File: config.mk
export PLATFORM = sky130hd
export DESIGN_NAME = vga_pixel_render
export DESIGN_NICKNAME = d
export VERILOG_FILES = /design/src/rtl/vga_pkg.sv /design/src/rtl/vga_sprite_hit.sv /design/src/rtl/vga_pixel_render.sv
export SDC_FILE = /design/constraint.sdc
export NUM_CORES = 1
export LEC_CHECK = 0
export ABC_AREA = 1
export CAP_MARGIN = 15
export CORE_AREA = 3 3 86 88
export CTS_CLUSTER_SIZE = 16
export DETAILED_ROUTE_END_ITERATION = 12
export DIE_AREA = 0 0 89 91
export GPL_TIMING_DRIVEN = 0
export PLACE_DENSITY = 0.95
export SYNTH_ARGS = -nofsm -noshare
export SYNTH_HDL_FRONTEND = slang
export SYNTH_SLANG_ARGS = --single-unit
export TNS_END_PERCENT = 20
File: constraint.sdc
create_clock -name vga_clk -period 10.5 [get_ports vga_clk]
set_input_delay 3.15 -clock vga_clk [delete_from_list [all_inputs] [get_ports vga_clk]]
set_output_delay 3.15 -clock vga_clk [all_outputs]
set_load 0.02 [all_outputs]
File: src/rtl/vga_pkg.sv
// Shared VGA constants and types for the pixel-render stage and its helpers.
package vga_pkg;
    localparam int H_VIS   = 640;
    localparam int V_VIS   = 480;
    localparam int H_TOTAL = 800;
    localparam int V_TOTAL = 525;
    localparam int SPR_W   = 32;
    localparam int SPR_H   = 32;
    localparam int BG_W    = H_VIS / 2;
    localparam int RGB_W   = 12;

    localparam logic [RGB_W-1:0] KEY = 12'hF0F;

    typedef logic [RGB_W-1:0] rgb_t;

    typedef struct packed {
        logic visible;
        logic hit;
        logic hsync;
        logic vsync;
    } stage1_t;
endpackage

File: src/rtl/vga_sprite_hit.sv
// Combinational sprite window test and sprite ROM address generation for one object.
module vga_sprite_hit
    import vga_pkg::*;
#(
    parameter int H_VIS = vga_pkg::H_VIS,
    parameter int V_VIS = vga_pkg::V_VIS,
    parameter int SPR_W = vga_pkg::SPR_W,
    parameter int SPR_H = vga_pkg::SPR_H
) (
    input  logic [9:0] col,
    input  logic [9:0] row,
    input  logic [9:0] lx,
    input  logic [9:0] ly,
    input  logic       len,
    output logic       visible,
    output logic       hit,
    output logic [9:0] spr_addr
);
    localparam int XB = $clog2(SPR_W);
    localparam int YB = $clog2(SPR_H);

    logic [10:0] dx;
    logic [10:0] dy;
    logic        in_x;
    logic        in_y;

    // Bit 10 of the 11-bit difference is the sign: a negative offset is never inside the window.
    always_comb begin
        dx       = {1'b0, col} - {1'b0, lx};
        dy       = {1'b0, row} - {1'b0, ly};
        visible  = (col < 10'(H_VIS)) && (row < 10'(V_VIS));
        in_x     = !dx[10] && (dx[9:0] < 10'(SPR_W));
        in_y     = !dy[10] && (dy[9:0] < 10'(SPR_H));
        hit      = len && in_x && in_y && visible;
        spr_addr = '0;
        if (hit) begin
            spr_addr = 10'({dy[YB-1:0], dx[XB-1:0]});
        end
    end
endmodule

File: src/rtl/vga_pixel_render.sv
// Composites a 2x-scaled background with one colour-keyed sprite; 2-cycle aligned RGB/sync out.
module vga_pixel_render
    import vga_pkg::*;
#(
    parameter int          H_VIS = vga_pkg::H_VIS,
    parameter int          V_VIS = vga_pkg::V_VIS,
    parameter int          SPR_W = vga_pkg::SPR_W,
    parameter int          SPR_H = vga_pkg::SPR_H,
    parameter int          BG_W  = vga_pkg::BG_W,
    parameter logic [11:0] KEY   = vga_pkg::KEY
) (
    input  logic        vga_clk,
    input  logic        clrn,
    input  logic [9:0]  col,
    input  logic [9:0]  row,
    input  logic        hsync_in,
    input  logic        vsync_in,
    input  logic [9:0]  obj_x,
    input  logic [9:0]  obj_y,
    input  logic        obj_en,
    output logic [16:0] bg_addr,
    input  logic [11:0] bg_data,
    output logic [9:0]  spr_addr,
    input  logic [11:0] spr_data,
    output logic [3:0]  r,
    output logic [3:0]  g,
    output logic [3:0]  b,
    output logic        hsync,
    output logic        vsync,
    output logic        frame_start
);
    logic [9:0] lx;
    logic [9:0] ly;
    logic       len;
    logic       visible;
    logic       hit;
    logic       latch_now;
    stage1_t    s1;
    rgb_t       pix;
    rgb_t       pix_next;

    assign bg_addr   = 17'(row[9:1]) * 17'(BG_W) + 17'(col[9:1]);
    assign latch_now = (col == 10'd0) && (row == 10'(V_VIS));

    vga_sprite_hit #(
        .H_VIS (H_VIS),
        .V_VIS (V_VIS),
        .SPR_W (SPR_W),
        .SPR_H (SPR_H)
    ) u_hit (
        .col      (col),
        .row      (row),
        .lx       (lx),
        .ly       (ly),
        .len      (len),
        .visible  (visible),
        .hit      (hit),
        .spr_addr (spr_addr)
    );

    // Position is only sampled on the first blank line so a frame never shows a half-moved sprite.
    always_ff @(posedge vga_clk or negedge clrn) begin
        if (!clrn) begin
            lx          <= '0;
            ly          <= '0;
            len         <= 1'b0;
            frame_start <= 1'b0;
        end else begin
            frame_start <= latch_now;
            if (latch_now) begin
                lx  <= obj_x;
                ly  <= obj_y;
                len <= obj_en;
            end
        end
    end

    // Stage 1 lines up visibility, hit and syncs with the ROM data that arrives one cycle later.
    always_ff @(posedge vga_clk or negedge clrn) begin
        if (!clrn) begin
            s1 <= '{visible: 1'b0, hit: 1'b0, hsync: 1'b1, vsync: 1'b1};
        end else begin
            s1 <= '{visible: visible, hit: hit, hsync: hsync_in, vsync: vsync_in};
        end
    end

    always_comb begin
        pix_next = bg_data;
        if (!s1.visible) begin
            pix_next = '0;
        end else if (s1.hit && (spr_data != KEY)) begin
            pix_next = spr_data;
        end
    end

    always_ff @(posedge vga_clk or negedge clrn) begin
        if (!clrn) begin
            pix   <= '0;
            hsync <= 1'b1;
            vsync <= 1'b1;
        end else begin
            pix   <= pix_next;
            hsync <= s1.hsync;
            vsync <= s1.vsync;
        end
    end

    assign {r, g, b} = pix;
endmodule

* After elaboration in Yosys (flattened, before gate mapping) *
Index checks and enable logic that the tools add are counted.
Widths: inputs -> output; s select.

word-level totals
  register bits after elaboration = 40
  bits of input ports = 69
  output and inout port bits = 42
  word-level logic and storage cells = 35

cells by class
  $add $sub $neg = 3
  multipliers = 1
  magnitude comparators = 4
  equality and inequality tests = 2
  muxes and demuxes = 3
  reduce and logical (&&, ||, !) cells = 11

operator list
  kind                  number
  $mux 12               2
  $sub 10x10->11        2
  $lt 10x6->1 const B   2
  $add 17x9->17         1
  $ne 12x12->1 const B  1
  $mul 9x3->11 const B  1
  $eq 10x9->1 const B   1
  $logic_not 10->1      1
  $lt 10x10->1 const B  1
  $lt 10x9->1 const B   1
  $mux 10               1
  $logic_and 1x1->1     8
  $logic_not 1->1       2

* Longest topological paths before layout *
  depth after elaboration = 7
  mapped depth = 17

* Hierarchy *
Synthesis repeated with hierarchy kept, for this count alone.

second synthesis, totals
  cells, all modules = 556
  area total of the unflattened synthesis = 3667.3 um2

by module, submodules not included
  module            instances  cells each  area each (um2)  seq. area each (um2)
  vga_pixel_render  1          316         2393.5           1006.0
  vga_sprite_hit    1          240         1273.7           0.0

* Worst setup path after synthesis *
Ideal clock, no wire load.

  kind = input to output
  from = input port row[2]
  to = output port bg_addr[16]
  arrival time = 5.109 ns
  path slack = 2.241 ns
  cell stages on the path = 9
  path through = ha_1 ha_1 fa_1 xor2_1 nand4_1 nor3_1 and2_1 nand3_1 nand2_1

on the way
  word-level cells in the longest chain between the ends = 2

ends and longest elaborated chain
  what                line                    text
  start: declaration  vga_pixel_render.sv:15  input logic [9:0] row,
  $mul 9x3->11        vga_pixel_render.sv:42  assign bg_addr = 17'(row[9:1]) * 17'(BG_W) + 17'(col[9:1]);
  $add 17x9->17       vga_pixel_render.sv:42
  end: declaration    vga_pixel_render.sv:21  output logic [16:0] bg_addr,

Every way passes these cells.

* Final worst setup path *
Same ends and word-level chain as after synthesis.

==> results.md <==
* Status: finished clean
* Post-synth top area share at around 27%
* Nature of the critical path startpoint: input pin
* Commonest non-fill, non-tap cells in the layout: 111 x nand2_1, 109 x clkdlybuf4s50_1, 71 x inv_1, 56 x nor2_1, 37 x ha_1
* WL final at 9260 microns
* Min Tclk post-route at 9600 ps
* Yosys reg bits at 40
* Die X-Extent at a little under 90 microns
* Site Rows at 30
* Reg2reg end: s1[2]
* DR iter-0 viols at 223
* Register area share after synthesis at 30.5%
* Netlist Area Pre-Place at 3300 sq um
* IR drop worst, VDD at ~0.10 mV
* Pwr dens at 96.2 nW/um^2
* Root buf cell: clkbuf_8
* Wire per inst at about 14 microns
* DRC Markers at 0
* Setup TNS Final at 0 ps
* Cells after Synth at approximately 460
* Clock-pin slew on the worst setup and hold paths at 90 ps
* Overall Power at about 0.44 mW
* Worst Hold Path EP: vsync
* Synth Warn # at 0
* Yosys top cell by area: dfrtp_1
* RSZ-0062 raised after global routing: false
* Router iterations before antenna repair at 4
* Vias post-DR at approximately 3400
* Distinct cells, synth at 27
* Slew at the pin closest to its max-slew limit at 898 ps
* Max Slew Vio Count at 0
* Largest family of logic cells by synthesized area: simple AND/OR/NAND/NOR gates
* Fin crit share at 91.4%
* Post-CTS Setup Inserts at 0
* CTS tree: yes
* Complex-gate fraction of the synthesized area at 8.19%
* Routed Antenna Nets at 0
* Final setup vio count at 0
* Critical path arrival at 6450 ps
* Layout cells sized above 1 at 6.04%
* DPL Wire Length at 7640 microns
* Mapped Nets at between 500 and 600
* Final Skew at around 14 ps
* CP Class: in -> out
* Die height at approximately 91 microns
* Fin util at 68.6%
* Nets at ~700
* Initial core utilization at 49.1%
* Critical R2R Launch: ly[0]
* Syn avg cell area at roughly 7.2 sq um
* GRT Total Usage at a little under a quarter
* Endpoint class of the critical path: output pin
* Hold depth at 0
* Die area at approximately 8100 sq um
* Main area contributors after synthesis: dfrtp_1 27%, ha_1 14%, nand2_1 13%
* Largest net degree at the start of global routing at 41
* Vias per inst at 5.12
* Hold Startpoint: s1[0]
* Max clock buf depth at 2
* Post-CTS Resized at 0
* CP required at 7350 ps
* Final hold violations at 0
* H-tree depth at 2
* Gr ovfl total at 0
* Gpl congestion at 0.900
* Crit-path max FO at 5
* Synth Area in Adders at 16.5%
* Hold crit path type: reg -> reg
* Simple-Gate Fraction of Synth Area at 28.9%
* CTS Sinks at 40
* Flop2flop setup slack at 8290 ps
* CTS Hold Bufs at 0
* Num CTS Buffers at 5
* Vias in the first global route at 3339
* Commonest non-fill, non-tap cell in the layout: nand2_1
* Insertion delay to the later sink of the worst-skew pair at 300 ps
* Fmax at around 100 MHz
* XOR/XNOR share of the synthesized area at under 10%
* I/O Buffers at 110
* Slew Limit Headroom at 40.1%
* Leakage at between 2 and 2.5 nW
* Mux contribution to synthesized area at 0%
* Antenna violations before repair at 0
* Max-cap violations at 0
* R2R depth at 13
* First-pass GRT wire length at 15100 microns
* P&R area growth vs syn at 39.7%
* Core area at 6720 sq um
* Antenna diodes at 0
* IO Count at between 100 and 150
routing by layer:
metal	GRT usage (%)	vias to the layer above	wire, microns
met1	28.2	1553	3740
met2	41.5	121	4740
li1	-	1683	-
met3	3.72	14	632
met4	4.96	0	135
met5	0	-	0
synth_stat cells:
cell and number:
nor2_2 9, nand2_2 2, nor4_1 4, nand3b_1 2, xor2_1 9, a21oi_1 15, buf_4 6, nor3_1 2
clkbuf_1 5, dfrtp_1 36, and2_1 3, nor2_4 1, buf_2 2, buf_6 1, nand2_1 111, dfstp_2 4
o21bai_1 2, inv_1 71, o21ai_0 33, ha_1 37, nand3_1 25, nor2_1 56, fa_1 4, nand4_1 7
a21o_1 2, xnor2_1 11, nand3_2 1
through the flow:
stage                     hold slack [ps]  instance area [sq um]  cells  setup slack [ps]
after CTS                             367                   4610    659               885
final                                 368                   4610    659               900
after detailed placement              352                   4500    651               891
after global routing                  372                   4610    659               649
after global placement                346                   4500    651               982
after floorplan                       345                   3300    461              2240
cell families (layout without fill, tap and decap cells):
family	count (synthesis)	count (layout)
buf+inv	85	203
fa+ha+maj	41	41
compound gates	52	52
flops	40	40
xor+xnor	20	20
simple gates	223	223
worst max-delay path: stages:
cell	delay, ps
clkdlybuf4s50_1	620
ha_1	280
ha_1	240
fa_1	420
xor2_1	290
nand4_1	200
nor3_1	270
and2_1	210
nand3_1	90
nand2_1	80
clkdlybuf4s50_1	600
report_power, final:
| part | leakage (nW) | switching (mW) | internal [mW] |
|---|---|---|---|
| Clock | 0.0548 | 0.0612 | 0.0717 |
| Sequential | 0.437 | 0.000935 | 0.158 |
| Combinational | 1.88 | 0.0772 | 0.0748 |
flip-flops by register name, indices dropped and copies added (netlist names):
name         flops
pix             12
lx              10
ly              10
s1               4
frame_start      1
hsync            1
len              1
vsync            1
cell type report:
type / count / area [sq um]
Fill cell: 540 / 2110
Timing Repair Buffer: 110 / 1100
Clock inverter: 3 / 46.3
Buffer: 14 / 85.1
Tap cell: 80 / 100
Clock buffer: 5 / 68.8
Sequential cell: 40 / 1010
Multi-Input combinational cell: 336 / 1940
Inverter: 71 / 267
how the worst max path moves through the flow:
| stage | from | end | slack, ps | cells past startpoint |
|---|---|---|---|---|
| 6_report | row[2] | bg_addr[16] | 900 | 11 |
| 5_1_grt | row[2] | bg_addr[16] | 650 | 11 |
| 4_1_cts | row[2] | bg_addr[16] | 880 | 11 |
| 3_5_place_dp | row[2] | bg_addr[16] | 890 | 11 |
| 3_3_place_gp | row[2] | bg_addr[16] | 980 | 11 |
| 2_1_floorplan | row[2] | bg_addr[16] | 2240 | 9 |
No activity file was read; power rests on OpenSTA's default activity.
